## config.mk

```make
export PLATFORM = sky130hd
export DESIGN_NAME = multi_vc_arb_buffer
export DESIGN_NICKNAME = d
export VERILOG_FILES = /design/src/rtl/phy_types_pkg.sv /design/src/rtl/sync_header_fifo.sv /design/src/rtl/multi_vc_arb_buffer.sv
export SDC_FILE = /design/constraint.sdc
export NUM_CORES = 1
export LEC_CHECK = 0
export CAP_MARGIN = 20
export CORE_MARGIN = 3
export CORE_UTILIZATION = 30
export CTS_CLUSTER_DIAMETER = 40
export DETAILED_ROUTE_END_ITERATION = 8
export HOLD_SLACK_MARGIN = 0.1
export PLACE_DENSITY = 0.57
export RECOVER_POWER = 100
export SYNTH_ARGS = -nofsm -noshare
export SYNTH_HDL_FRONTEND = slang
export SYNTH_SLANG_ARGS = --single-unit
```

## constraint.sdc

```tcl
create_clock -name CLK -period 4 [get_ports CLK]
set_clock_uncertainty 0.15 [all_clocks]
set_input_delay 0.8 -clock CLK [delete_from_list [all_inputs] [get_ports CLK]]
set_output_delay 0.8 -clock CLK [all_outputs]
set_load 0.05 [all_outputs]
```

## src/rtl/phy_types_pkg.sv

```systemverilog
// Shared types and default sizing for the comma/data arbitration buffer.
package phy_types_pkg;

  typedef enum logic [1:0] {
    IDLE_SEL         = 2'd0,
    ACK_SEL          = 2'd1,
    GRTCRED_SEL      = 2'd2,
    START_PACKET_SEL = 2'd3
  } comma_sel_t;

  typedef enum logic [1:0] {
    ST_IDLE  = 2'd0,
    ST_COMMA = 2'd1,
    ST_DATA  = 2'd2
  } arb_state_t;

  localparam int DEFAULT_NUM_VC    = 2;
  localparam int DEFAULT_CNT_W     = 4;
  localparam int DEFAULT_ACK_DEPTH = 4;
  localparam int HEADER_W          = 8;

endpackage

```

## src/rtl/sync_header_fifo.sv

```systemverilog
// Small synchronous FIFO holding ack headers; head is visible without a pop.
module sync_header_fifo #(
  parameter int DEPTH = 4,
  parameter int WIDTH = 8
) (
  input  logic             clk,
  input  logic             rst_n,
  input  logic             push,
  input  logic             pop,
  input  logic [WIDTH-1:0] wdata,
  output logic [WIDTH-1:0] head,
  output logic             full,
  output logic             empty
);

  localparam int PTR_W = (DEPTH > 1) ? $clog2(DEPTH) : 1;
  localparam int OCC_W = $clog2(DEPTH + 1);

  logic [WIDTH-1:0] mem [DEPTH];
  logic [PTR_W-1:0] wr_ptr;
  logic [PTR_W-1:0] rd_ptr;
  logic [OCC_W-1:0] count;
  logic             do_push;
  logic             do_pop;

  // Pointers wrap explicitly so non-power-of-two depths work too.
  function automatic logic [PTR_W-1:0] ptr_inc(input logic [PTR_W-1:0] p);
    return (p == PTR_W'(DEPTH - 1)) ? '0 : p + PTR_W'(1);
  endfunction

  assign full    = (count == OCC_W'(DEPTH));
  assign empty   = (count == '0);
  assign do_pop  = pop && !empty;
  assign do_push = push && (!full || do_pop);
  assign head    = mem[rd_ptr];

  // Storage array; contents need no reset because occupancy guards every read.
  always_ff @(posedge clk) begin
    if (do_push) begin
      mem[wr_ptr] <= wdata;
    end
  end

  // Pointer and occupancy bookkeeping; simultaneous push and pop keep the count.
  always_ff @(posedge clk) begin
    if (!rst_n) begin
      wr_ptr <= '0;
      rd_ptr <= '0;
      count  <= '0;
    end else begin
      if (do_push) begin
        wr_ptr <= ptr_inc(wr_ptr);
      end
      if (do_pop) begin
        rd_ptr <= ptr_inc(rd_ptr);
      end
      if (do_push && !do_pop) begin
        count <= count + OCC_W'(1);
      end else if (do_pop && !do_push) begin
        count <= count - OCC_W'(1);
      end
    end
  end

endmodule

```

## src/rtl/multi_vc_arb_buffer.sv

```systemverilog
// Arbitrates ack commas, per-VC credit-grant commas and data packet starts
// towards the encoder, one transmission at a time.
module multi_vc_arb_buffer
  import phy_types_pkg::*;
#(
  parameter int NUM_VC    = DEFAULT_NUM_VC,
  parameter int CNT_W     = DEFAULT_CNT_W,
  parameter int ACK_DEPTH = DEFAULT_ACK_DEPTH
) (
  input  logic              CLK,
  input  logic              nRST,
  input  logic              ack_write,
  input  logic [7:0]        rx_header,
  input  logic [NUM_VC-1:0] grtcred_write,
  input  logic              data_write,
  input  logic              done,
  input  logic              packet_done,
  output logic              start,
  output comma_sel_t        comma_sel,
  output logic [7:0]        comma_header_out,
  output logic              get_data,
  output logic              ack_cnt_full,
  output logic [NUM_VC-1:0] grtcred_full,
  output logic              send_data_cnt_full,
  output logic              busy
);

  localparam int VC_W = (NUM_VC > 1) ? $clog2(NUM_VC) : 1;
  localparam logic [CNT_W-1:0] CNT_MAX = '1;

  arb_state_t        state;
  logic [VC_W-1:0]   rr_ptr;
  logic [VC_W-1:0]   grant_idx;
  logic              cred_found;
  logic [NUM_VC-1:0] cred_nz;
  logic [NUM_VC-1:0] cred_dec;
  logic [CNT_W-1:0]  data_cnt;
  logic [7:0]        fifo_head;
  logic              fifo_empty;
  logic              fifo_full;
  logic              sel_ack;
  logic              sel_cred;
  logic              sel_data;

  sync_header_fifo #(
    .DEPTH (ACK_DEPTH),
    .WIDTH (HEADER_W)
  ) u_ack_fifo (
    .clk   (CLK),
    .rst_n (nRST),
    .push  (ack_write),
    .pop   (sel_ack),
    .wdata (rx_header),
    .head  (fifo_head),
    .full  (fifo_full),
    .empty (fifo_empty)
  );

  assign ack_cnt_full = fifo_full;
  assign busy         = (state != ST_IDLE);

  // Round-robin search for the first VC with pending credit, starting at rr_ptr.
  always_comb begin
    int              idx;
    logic [VC_W-1:0] idx_v;
    cred_found = 1'b0;
    grant_idx  = '0;
    idx        = 0;
    idx_v      = '0;
    for (int k = 0; k < NUM_VC; k++) begin
      idx   = (int'(rr_ptr) + k) % NUM_VC;
      idx_v = VC_W'(idx);
      if (!cred_found && cred_nz[idx_v]) begin
        cred_found = 1'b1;
        grant_idx  = idx_v;
      end
    end
  end

  assign sel_ack  = (state == ST_IDLE) && !fifo_empty;
  assign sel_cred = (state == ST_IDLE) && fifo_empty && cred_found;
  assign sel_data = (state == ST_IDLE) && fifo_empty && !cred_found && (data_cnt != '0);

  for (genvar g = 0; g < NUM_VC; g++) begin : g_cred
    logic [CNT_W-1:0] cnt;

    assign cred_dec[g]     = sel_cred && (grant_idx == VC_W'(g));
    assign cred_nz[g]      = (cnt != '0);
    assign grtcred_full[g] = (cnt == CNT_MAX);

    // Saturating credit counter; a request coinciding with a grant cancels out.
    always_ff @(posedge CLK) begin
      if (!nRST) begin
        cnt <= '0;
      end else if (cred_dec[g] && !grtcred_write[g]) begin
        cnt <= cnt - CNT_W'(1);
      end else if (!cred_dec[g] && grtcred_write[g] && (cnt != CNT_MAX)) begin
        cnt <= cnt + CNT_W'(1);
      end
    end
  end

  assign send_data_cnt_full = (data_cnt == CNT_MAX);

  // Saturating count of data packets waiting upstream.
  always_ff @(posedge CLK) begin
    if (!nRST) begin
      data_cnt <= '0;
    end else if (sel_data && !data_write) begin
      data_cnt <= data_cnt - CNT_W'(1);
    end else if (!sel_data && data_write && (data_cnt != CNT_MAX)) begin
      data_cnt <= data_cnt + CNT_W'(1);
    end
  end

  // Transmission FSM with registered start/get_data pulses and held selection.
  always_ff @(posedge CLK) begin
    if (!nRST) begin
      state            <= ST_IDLE;
      rr_ptr           <= '0;
      start            <= 1'b0;
      get_data         <= 1'b0;
      comma_sel        <= IDLE_SEL;
      comma_header_out <= 8'h00;
    end else begin
      start    <= 1'b0;
      get_data <= 1'b0;
      case (state)
        ST_IDLE: begin
          if (sel_ack) begin
            state            <= ST_COMMA;
            start            <= 1'b1;
            comma_sel        <= ACK_SEL;
            comma_header_out <= fifo_head;
          end else if (sel_cred) begin
            state            <= ST_COMMA;
            start            <= 1'b1;
            comma_sel        <= GRTCRED_SEL;
            comma_header_out <= 8'(grant_idx);
            rr_ptr           <= (grant_idx == VC_W'(NUM_VC - 1)) ? '0 : grant_idx + VC_W'(1);
          end else if (sel_data) begin
            state            <= ST_DATA;
            start            <= 1'b1;
            get_data         <= 1'b1;
            comma_sel        <= START_PACKET_SEL;
            comma_header_out <= 8'h00;
          end
        end
        ST_COMMA: begin
          if (done) begin
            state            <= ST_IDLE;
            comma_sel        <= IDLE_SEL;
            comma_header_out <= 8'h00;
          end
        end
        ST_DATA: begin
          if (packet_done) begin
            state            <= ST_IDLE;
            comma_sel        <= IDLE_SEL;
            comma_header_out <= 8'h00;
          end
        end
        default: begin
          state            <= ST_IDLE;
          comma_sel        <= IDLE_SEL;
          comma_header_out <= 8'h00;
        end
      endcase
    end
  end

endmodule

```

==> run_results.csv <==
group,metric,value,unit
worst_hold_path,worst_hold_path.endpoint,"u_ack_fifo.rd_ptr[1]",
clocking,cts.repair.resized,0,
setup_path,reg2reg_setup_slack,990,ps
global_route,grt_pass1_wl,9.69,mm
sta,worstMarginPinSlew,1360,ps
die,core,0.00946,mm2
logic_synthesis,yosys_warnings,0,
setup_path,cp_data_required_time,4100,ps
clocking,cts_setup_buffers,0,
clocking,cts_made_buffers,9,
logic_synthesis,synth_mux_area_frac,0.0958,
clocking,path_clk_slew,70,ps
sta,finalSetupViolCount,0,
clocking,htree_levels,3,
setup_path,critical_path_class,"input pin to flop",
logic_synthesis,synth-simple-area-share,0.164,
logic_synthesis,syn_avg_cell_area,12.5,um2
sta,post-route-min-period,3230,ps
global_route,grt_usage,0.112,
worst_hold_path,hp-class,"flop to flop",
placement,gp_congestion,0.714,
placement,io_buffers,32,
global_route,overflow,0,
die,fp.dieW,106,um
clocking,cts_tree,"yes",
setup_path,start_kind,"input pin",
finish,nets,301,
outcome,outcome,"complete, no violations",
job,max_cap_violations,0,
detailed_routing,wl_per_cell,14.2,um
sta,slew_violations,0,
setup_path,r2r_cells,5,
setup_path,cp-end-kind,"flop",
logic_synthesis,synth-edff-count,32,
setup_path,path_max_fanout,7,
finish,multi_input_area,0.00119,mm2
detailed_routing,first_iter_violations,85,
detailed_routing,antenna_left,0,
finish,final_cell_mix,"36 x dfxtp_1, 32 x edfxtp_1, 27 x dlygate4sd3_1",
power_and_ir_drop,leakagePower,0.00141,uW
sta,setup_tns,0,ps
clocking,ctsLongestPathBuffers,2,
die,io_pins,33,
logic_synthesis,synth_nets,265,
detailed_routing,vias_per_cell,4.77,
die,dieHeight,106,um
logic_synthesis,ys_seq_elements,68,
sta,fmax,309,MHz
global_route,antenna_found_initial,0,
global_route,grt_max_degree,26,
setup_path,r2r-end,"comma_header_out[1]",
worst_hold_path,min-delay-start,"u_ack_fifo.rd_ptr[1]",
logic_synthesis,syn_inst,239,
die,start_util,0.315,
detailed_routing,wl,5.79,mm
sta,rsz0062_at_grt,"no",
finish,n_antenna_cell,0,
sta,relSlewSlack,0.0862,
power_and_ir_drop,powerDensity,732,mW/mm2
logic_synthesis,synth_fa_ha_area_frac,0.0446,
logic_synthesis,ys_async_sr_fraction,0,
detailed_routing,drcViolationCount,0,
die,die-area,0.0112,mm2
clocking,clkLatencyLatePin,330,ps
worst_hold_path,hold_path_depth,2,
die,rows,35,
setup_path,arrival,3340,ps
logic_synthesis,synth_compound_area_frac,0.0879,
sta,hold_viol,0,
logic_synthesis,synth_top_flop_cell,"dfxtp_1",
global_route,first_global_vias,1905,
detailed_routing,drtPass1Iterations,4,
sta,period_share,0.809,
clocking,clock_sinks,68,
setup_path,r2r-start,"g_cred[1].cnt[0]",
finish,final_common_cell,"dfxtp_1",
finish,layout-drive-gt1-share,0.114,
placement,hpwl,3.93,mm
detailed_routing,vias,1950,
finish,nFillCells,951,
power_and_ir_drop,fin_total_pwr,2670,uW
finish,syn_to_final_growth,22.4,%
logic_synthesis,synthXorXnorAreaFrac,0.0206,
power_and_ir_drop,peakVddDrop,0.000239,V
logic_synthesis,synth_top_family_by_area,"simple AND/OR/NAND/NOR gates",
clocking,hold_buffers,0,
logic_synthesis,synthDistinctLibCells,53,
logic_synthesis,yosysSeqAreaShare,0.565,
finish,register_area,0.00168,mm2
logic_synthesis,syn_area,0.00298,mm2
clocking,root_buffer,"clkbuf_8",
-- metrics by stage --
| step | hold WS (ps) | cells | util | area [um2] | setup slack (ps) |
|---|---|---|---|---|---|
| final | 337 | 409 | 0.385 | 3640 | 766 |
| after global routing | 357 | 409 | 0.385 | 3640 | 607 |
| after CTS | 336 | 409 | 0.390 | 3690 | 1070 |
| after detailed placement | 325 | 393 | 0.363 | 3430 | 718 |
| after global placement | 324 | 393 | 0.363 | 3430 | 816 |
| after floorplan | 304 | 239 | - | 2980 | 732 |
-- sequential cells by signal, summed over array words and instances (netlist names), 2 cells and up, named ones only --
signal	flops
u_ack_fifo.mem	32
comma_header_out	8
g_cred.cnt	8
data_cnt	4
u_ack_fifo.count	3
comma_sel	2
state	2
u_ack_fifo.rd_ptr	2
u_ack_fifo.wr_ptr	2
-- layout make-up --
type | count | share of cell area
clock buffer | 12 | 0.0484
inverter | 9 | 0.00927
timing repair buffer | 33 | 0.0899
tap | 129 | 0.0443
multi-input combinational | 154 | 0.326
clock inverter | 4 | 0.0209
sequential | 68 | 0.461
-- power by group --
part | internal (uW) | switching [uW]
logic | 389 | 551
clock network | 425 | 261
registers | 869 | 172
-- synth_stat cells, types with 2 or more instances --
library cell | number | area [um2]
xnor2_1 | 2 | 17.5
nand4_1 | 5 | 31.3
and3_1 | 2 | 12.5
mux2i_1 | 9 | 90.1
nor4_1 | 2 | 12.5
a22oi_1 | 7 | 52.6
and2_1 | 4 | 25.0
a41oi_1 | 2 | 17.5
mux4_2 | 8 | 180
nand2b_1 | 3 | 18.8
or3_1 | 3 | 18.8
o21ai_0 | 3 | 15.0
a21oi_1 | 7 | 35.0
clkbuf_1 | 6 | 22.5
nor2_1 | 25 | 93.8
nor3b_1 | 3 | 22.5
or4_1 | 3 | 22.5
inv_1 | 8 | 30.0
nor3_1 | 3 | 15.0
ha_1 | 9 | 113
nand3_1 | 2 | 10.0
a31oi_1 | 3 | 18.8
edfxtp_1 | 32 | 961
a211oi_1 | 2 | 15.0
dfxtp_1 | 36 | 721
nand2_1 | 19 | 71.3
xor2_1 | 5 | 43.8
-- cell families (layout without fill, tap and decap cells) --
| group | Yosys count | after routing |
|---|---|---|
| flip-flops | 68 | 68 |
| AND/OR/NAND/NOR | 84 | 84 |
| buffers and inverters | 17 | 58 |
| XOR/XNOR | 7 | 7 |
| multiplexers | 18 | 18 |
| adder cells (fa/ha/maj) | 10 | 10 |
| AO/OA/AOI/OAI | 35 | 35 |
-- how the worst max path moves through the flow --
stage,from,end,slack (ps),cells past startpoint
after floorplan,u_ack_fifo.count[2],u_ack_fifo.count[2],730,8
after global routing,ack_write,u_ack_fifo.count[2],610,8
after global placement,ack_write,u_ack_fifo.count[2],820,8
after CTS,g_cred[1].cnt[0],grtcred_full[1],1070,3
after detailed placement,ack_write,u_ack_fifo.count[2],720,8
final,ack_write,u_ack_fifo.count[2],770,8
-- worst max-delay path, cell delays in order --
cell and delay, ps:
dlygate4sd3_1 520, a21boi_0 670, ha_1 310, inv_1 60, fa_1 370, xor2_1 160, or3_1 310, a21oi_1 140
-- routing by layer --
layer  GRT usage  up-vias  wire, um
met4      0.0398        0        69
met1       0.141      938      2650
li1            -      966         -
met3      0.0392        8       231
met5           0        -         0
met2       0.180       38      2840
Power figures use the tool's default switching activity.
==> patch 1, RTL diff (same flow settings) <==
Make the reset (`nRST` and `rst_n`) asynchronous in 4 clocked blocks.
--- a/src/rtl/sync_header_fifo.sv
+++ b/src/rtl/sync_header_fifo.sv
@@ -42,7 +42,7 @@
   end
 
   // Pointer and occupancy bookkeeping; simultaneous push and pop keep the count.
-  always_ff @(posedge clk) begin
+  always_ff @(posedge clk or negedge rst_n) begin
     if (!rst_n) begin
       wr_ptr <= '0;
       rd_ptr <= '0;
--- a/src/rtl/multi_vc_arb_buffer.sv
+++ b/src/rtl/multi_vc_arb_buffer.sv
@@ -89,7 +89,7 @@
     assign grtcred_full[g] = (cnt == CNT_MAX);
 
     // Saturating credit counter; a request coinciding with a grant cancels out.
-    always_ff @(posedge CLK) begin
+    always_ff @(posedge CLK or negedge nRST) begin
       if (!nRST) begin
         cnt <= '0;
       end else if (cred_dec[g] && !grtcred_write[g]) begin
@@ -103,7 +103,7 @@
   assign send_data_cnt_full = (data_cnt == CNT_MAX);
 
   // Saturating count of data packets waiting upstream.
-  always_ff @(posedge CLK) begin
+  always_ff @(posedge CLK or negedge nRST) begin
     if (!nRST) begin
       data_cnt <= '0;
     end else if (sel_data && !data_write) begin
@@ -114,7 +114,7 @@
   end
 
   // Transmission FSM with registered start/get_data pulses and held selection.
-  always_ff @(posedge CLK) begin
+  always_ff @(posedge CLK or negedge nRST) begin
     if (!nRST) begin
       state            <= ST_IDLE;
       rr_ptr           <= '0;
Function: differs if nRST is asserted again (counterexample within 4 cycles, from zero or initial values and one cycle with nRST low); with nRST held inactive, the same outputs for 4 cycles.
==> patch 1 against the unedited design <==
- the flow now finishes with violations (max-capacitance violations, max-slew violations)
- area after synthesis fell by 0.42%
- design area down 0.24%
- sequential share of layout area up 3.7 points
- routed wire length is 3.9% lower
- count of clock-buffer cells in the layout decreased by 2
- sequential cell count shrank 2
- clock power decreased by 2%
- first-iteration DRC count shrank 42%
- global-route usage fell by 0.055 points
- total power decreased by 2.0%
- die area shrank 0.40%
- setup slack improved by 250 ps
- largest cell class unchanged
- highest routed layer unchanged
==> patch 1: results (changes against the unedited design) <==
[cells_and_area]
layoutNonFillerInstCount=385  ; -5.9%
nets=277  ; -8.0%
layout-drive-gt1-share_pct=12.1  ; +0.68 points

[worst_setup_path]
cpPeakStageDelay_ps=640  ; -30 ps
path_max_fanout=11  ; +4
slowest_stage=nor2_1
critPathArrivalTime_ps=3060  ; -280 ps

[synthesis]
syn_nets=240  ; -9.4%
synth_area_leaders=edfxtp_1 32%, dfrtp_1 29%, mux4_2 6.1%, ha_1 3.8%, a22o_1 2.1%
synthCells=214  ; -10%
synthTopCellsByCount=34 x dfrtp_1, 32 x edfxtp_1, 16 x nor2_1
yosysSeqAreaShare_pct=61.1  ; +4.6 points
async_flop_share_pct=51.5  ; +52 points
ys_types=51  ; -3.8%

[global_routing]
grt_max_degree=35  ; +35%
grt_pass1_wl_um=9730  ; +0.43%
grt_use_total_pct=11.2  ; -0.055 points

[placed_design]
dp_hpwl_um=3880  ; -1.1%
dp_cells=369  ; -6.1%

[status]
violations=max-capacitance violations, max-slew violations
status=finished with violations

[pwr]
leakagePower_nw=1.41  ; -0.44%
p_switching_uw=920  ; -6.4%
irDropWorstVdd_uv=283  ; +18%

[route]
drtIter0Drc=49  ; -42%
drt-vias-per-instance=4.82  ; +1.0%
finalWirelength_um=5570  ; -3.9%

[timing]
relSlewSlack_pct=-23.4  ; -32 points
final-max-slew-violation-count=35  ; +35

[job]
drv_cap=1  ; +1

## patch 1: cell types whose count changed in the layout (fill, tap and decap cells not counted), sizes merged, moves of 3 or more
cell    delta
dfxtp     -36
a22oi      -5
mux2       +3
nand2     -10
nor3       +4
a21oi      -3
and2       +3
or4        -3
nand4      -3
nand2b     -4
a22o       +7
nor2       -8
dfrtp     +34
mux2i      -9
## patch 1: cell type report
class	count	area, um^2	share of cell area [%]
well taps	129	161	4.44
inverters	9	33.8	0.929
clock buffers	10	128	3.51
clock inverters	6	114	3.13
repair buffers	33	324	8.91
flip-flops and latches	66	1810	49.8
multi-input cells	132	1060	29.2
## patch 1: routing by layer
metal	track usage (%)	part of all wire [%]
met1	14.6	46
met2	17.5	48
met3	4.16	4.9
met4	2.81	0.65
met5	0	0
## patch 1: power groups by stage
stage	logic, mW	clock network [mW]	registers (mW)
6_report	0.819	0.670	1.12
3_3_place_gp	0.847	0	1.14
3_5_place_dp	0.856	0	1.15
2_1_floorplan	0.586	0	1.16
4_1_cts	0.859	0.690	1.14
5_1_grt	0.917	0.721	1.17
## patch 1: kinds of logic (layout without fill, tap and decap cells)
| group | after synthesis | count (layout) | share of synthesized area (%) |
|---|---|---|---|
| buffers and inverters | 16 | 58 | 2.32 |
| adder cells (fa/ha/maj) | 10 | 10 | 4.47 |
| XOR/XNOR | 8 | 8 | 2.36 |
| flip-flops | 66 | 66 | 61.1 |
| AND/OR/NAND/NOR | 63 | 63 | 12.2 |
| AO/OA/AOI/OAI | 39 | 39 | 9.92 |
| multiplexers | 12 | 12 | 7.60 |
## patch 1: through the flow
step	area, um^2	total power [mW]	utilization, %	hold WS [ps]	setup slack [ps]
4_1_cts	3660	2.68	38.9	362	974
3_3_place_gp	3420	1.99	36.3	332	930
3_5_place_dp	3420	2.00	36.3	343	902
2_1_floorplan	2960	1.75	-	321	665
5_1_grt	3640	2.80	38.6	382	683
6_report	3640	2.61	38.6	343	1010
## patch 1: worst paths after layout
kind                                     startpoint                              end  slack, ps  depth (start not counted)
setup / recovery               state[1]$_DFFE_PN0P_  u_ack_fifo.count[1]$_DFFE_PN0P_       1010                          8
hold / removal             comma_sel[0]$_DFFE_PN0P_         comma_sel[0]$_DFFE_PN0P_        340                          1
setup reg to reg               state[1]$_DFFE_PN0P_  u_ack_fifo.count[1]$_DFFE_PN0P_       1010                          8
hold reg to reg            comma_sel[0]$_DFFE_PN0P_         comma_sel[0]$_DFFE_PN0P_        340                          1
max in group asynchronous                      nRST  comma_header_out[6]$_DFFE_PN0P_       1280                          2
min in group asynchronous                      nRST         comma_sel[1]$_DFFE_PN0P_       1350                          2
==> patch 2, RTL diff (config.mk and constraints unchanged) <==
Without the edit above. Set the package constant `DEFAULT_ACK_DEPTH` to 8 (it was 4).
--- a/src/rtl/phy_types_pkg.sv
+++ b/src/rtl/phy_types_pkg.sv
@@ -16,7 +16,7 @@
 
   localparam int DEFAULT_NUM_VC    = 2;
   localparam int DEFAULT_CNT_W     = 4;
-  localparam int DEFAULT_ACK_DEPTH = 4;
+  localparam int DEFAULT_ACK_DEPTH = 8;
   localparam int HEADER_W          = 8;
 
 endpackage
Check against the original RTL: not equivalent (a bounded check fails within 10 cycles, from zero or initial values and one cycle with nRST low).
==> patch 2 against the unedited design <==
- routed wire length increased by 57%
- final cell count up 42%
- total power rose by 30%
- synthesized cell count rose by 49%
- area after synthesis grew 50%
- non-clock buffer count rose by 10
- largest cell class unchanged
- design area grew 45%
- critical endpoint is now u_ack_fifo.count[3]$_SDFFE_PN0P_
- setup slack worse by 82 ps
- sequential cell count up 36
- count of clock-buffer cells in the layout down 2
- critical path type is now flop to flop
- register-to-register slack got worse by 310 ps
- first-iteration DRC count grew 89%
==> patch 2: results (changes against the unedited design) <==
[status]
status=finished clean

[global_routing]
grt.overflow.total=0  ; unchanged
grt_use_total_pct=11.5  ; +0.27 points
grt_max_degree=23  ; -12%
grt_pass1_wl_um=14500  ; +50%
first_global_vias=2874  ; +51%
antenna_found_initial=0  ; unchanged

[cells_and_area]
layout-drive-gt1-share_pct=10.5  ; -0.95 points
antennaDiodeCount=0  ; unchanged
fillers=1378  ; +45%
final_area_mm2=0.00527  ; +45%
nets=424  ; +41%
layoutNonFillerInstCount=581  ; +42%
largestRegisters=u_ack_fifo.mem (64), comma_header_out (8), g_cred.cnt (8)

[timing]
relSlewSlack_pct=42.7  ; +34 points
timing.hold.ws_ps=324  ; -12.9 ps
fin_crit_sh_pct=82.9  ; +2.0 points

[pwr]
irDropWorstVdd_uv=214  ; -11%
leakagePower_nw=1.92  ; +36%

[synthesis]
yosysSeqAreaShare_pct=60.9  ; +4.4 points
synthCells=357  ; +49%
synth_area_leaders=edfxtp_1 43%, dfxtp_1 18%, mux2i_1 5.4%, mux2_2 4.0%, ha_1 2.8%
synth-edff-count=64  ; +100%
yosys_warnings=0  ; unchanged
syn_nets=384  ; +45%
synthTopCellsByCount=64 x edfxtp_1, 40 x dfxtp_1, 26 x nand2_1, 24 x mux2i_1, 23 x a21oi_1
ys_types=47  ; -11%
async_flop_share_pct=0  ; unchanged

[clock_tree]
clkLatencyLatePin_ps=340
h-tree-depth=3  ; unchanged
ctsResizeCount=0  ; unchanged
cts_buffers=9  ; unchanged
clk_pin_slew_ps=70  ; about the same
cts_root_buf=clkbuf_16
post_cts_buffers=0  ; unchanged
clock_path_buffers=2  ; unchanged

[route]
drt-vias-per-instance=4.93  ; +3.3%
post_drt_wl_per_cell_um=15.6  ; +10%
wl_met2_um=4380  ; +54%
drtPass1Iterations=4  ; unchanged
routed.top_layer=met4
wl_met1_um=4240  ; +60%
drtIter0Drc=161  ; +89%
route.met3.wl_um=217  ; -6.1%

[hold_path]
hold_path_class=flop to flop

[worst_setup_path]
critPathArrivalTime_ps=3430  ; +90 ps
rrSetupSlack_ps=680  ; -310 ps
critPathKind=flop to flop
path_max_fanout=7  ; unchanged

[placed_design]
gp_congestion=0.792  ; +11%
dp_hpwl_um=6050  ; +54%
postPlaceCellArea_mm2=0.00503  ; +47%
preCtsSetupSlack_ps=526  ; -192 ps
port_buffers=32  ; unchanged
dp_cells=566  ; +44%

## patch 2: changes by cell type in the layout (fill, tap and decap cells not counted), sizes merged, moves of 8 or more
cell / delta
mux2i: +15
o22ai: +8
mux2: +15
nand3: +11
edfxtp: +32
a21oi: +16
## patch 2: layout make-up
cell class	instances	share of cell area, %
timing repair buffer	43	7.07
sequential	104	51.6
clock buffer	10	4.34
multi-input combinational	229	30.9
inverter	10	0.712
clock inverter	5	1.07
tap	180	4.27
## patch 2: report_power, final
| group | internal (mW) | total (mW) | switching, mW |
|---|---|---|---|
| logic | 0.469 | 1.17 | 0.701 |
| clock network | 0.481 | 0.850 | 0.368 |
| registers | 1.28 | 1.44 | 0.162 |
| total | 2.23 | 3.46 | 1.23 |
## patch 2: final timing paths
path,startpoint,to,cells after the start
min reg2reg,comma_header_out[7]$_SDFFE_PN0P_,comma_header_out[7]$_SDFFE_PN0P_,2
max reg2reg,u_ack_fifo.count[0]$_SDFFE_PN0P_,u_ack_fifo.count[3]$_SDFFE_PN0P_,12
max,u_ack_fifo.count[0]$_SDFFE_PN0P_,u_ack_fifo.count[3]$_SDFFE_PN0P_,12
min,comma_header_out[7]$_SDFFE_PN0P_,comma_header_out[7]$_SDFFE_PN0P_,2
## patch 2: logic make-up after synthesis
group                    count (synthesis)  synth area share, %
AO/OA/AOI/OAI                           72                 10.4
XOR/XNOR                                 8                 1.57
adder cells (fa/ha/maj)                 11                 3.25
buffers and inverters                   24                 2.30
flip-flops                             104                 60.9
multiplexers                            42                 10.4
AND/OR/NAND/NOR                         96                 11.2
## patch 2: layer usage
layer	track usage [%]	vias up
met5	0	-
met4	5.87	0
met3	2.08	17
met2	18.4	36
met1	14.9	1383
li1	-	1426
## patch 2: worst max-delay path: stages, from the launching register on
cell and delay (ps):
dfxtp_1 370, nor4_1 770, nor3_1 90, buf_4 200, inv_1 180, ha_1 220
inv_1 90, ha_1 280, a21o_1 180, a21oi_1 180, xnor2_1 90, or3_1 300
a21oi_1 140
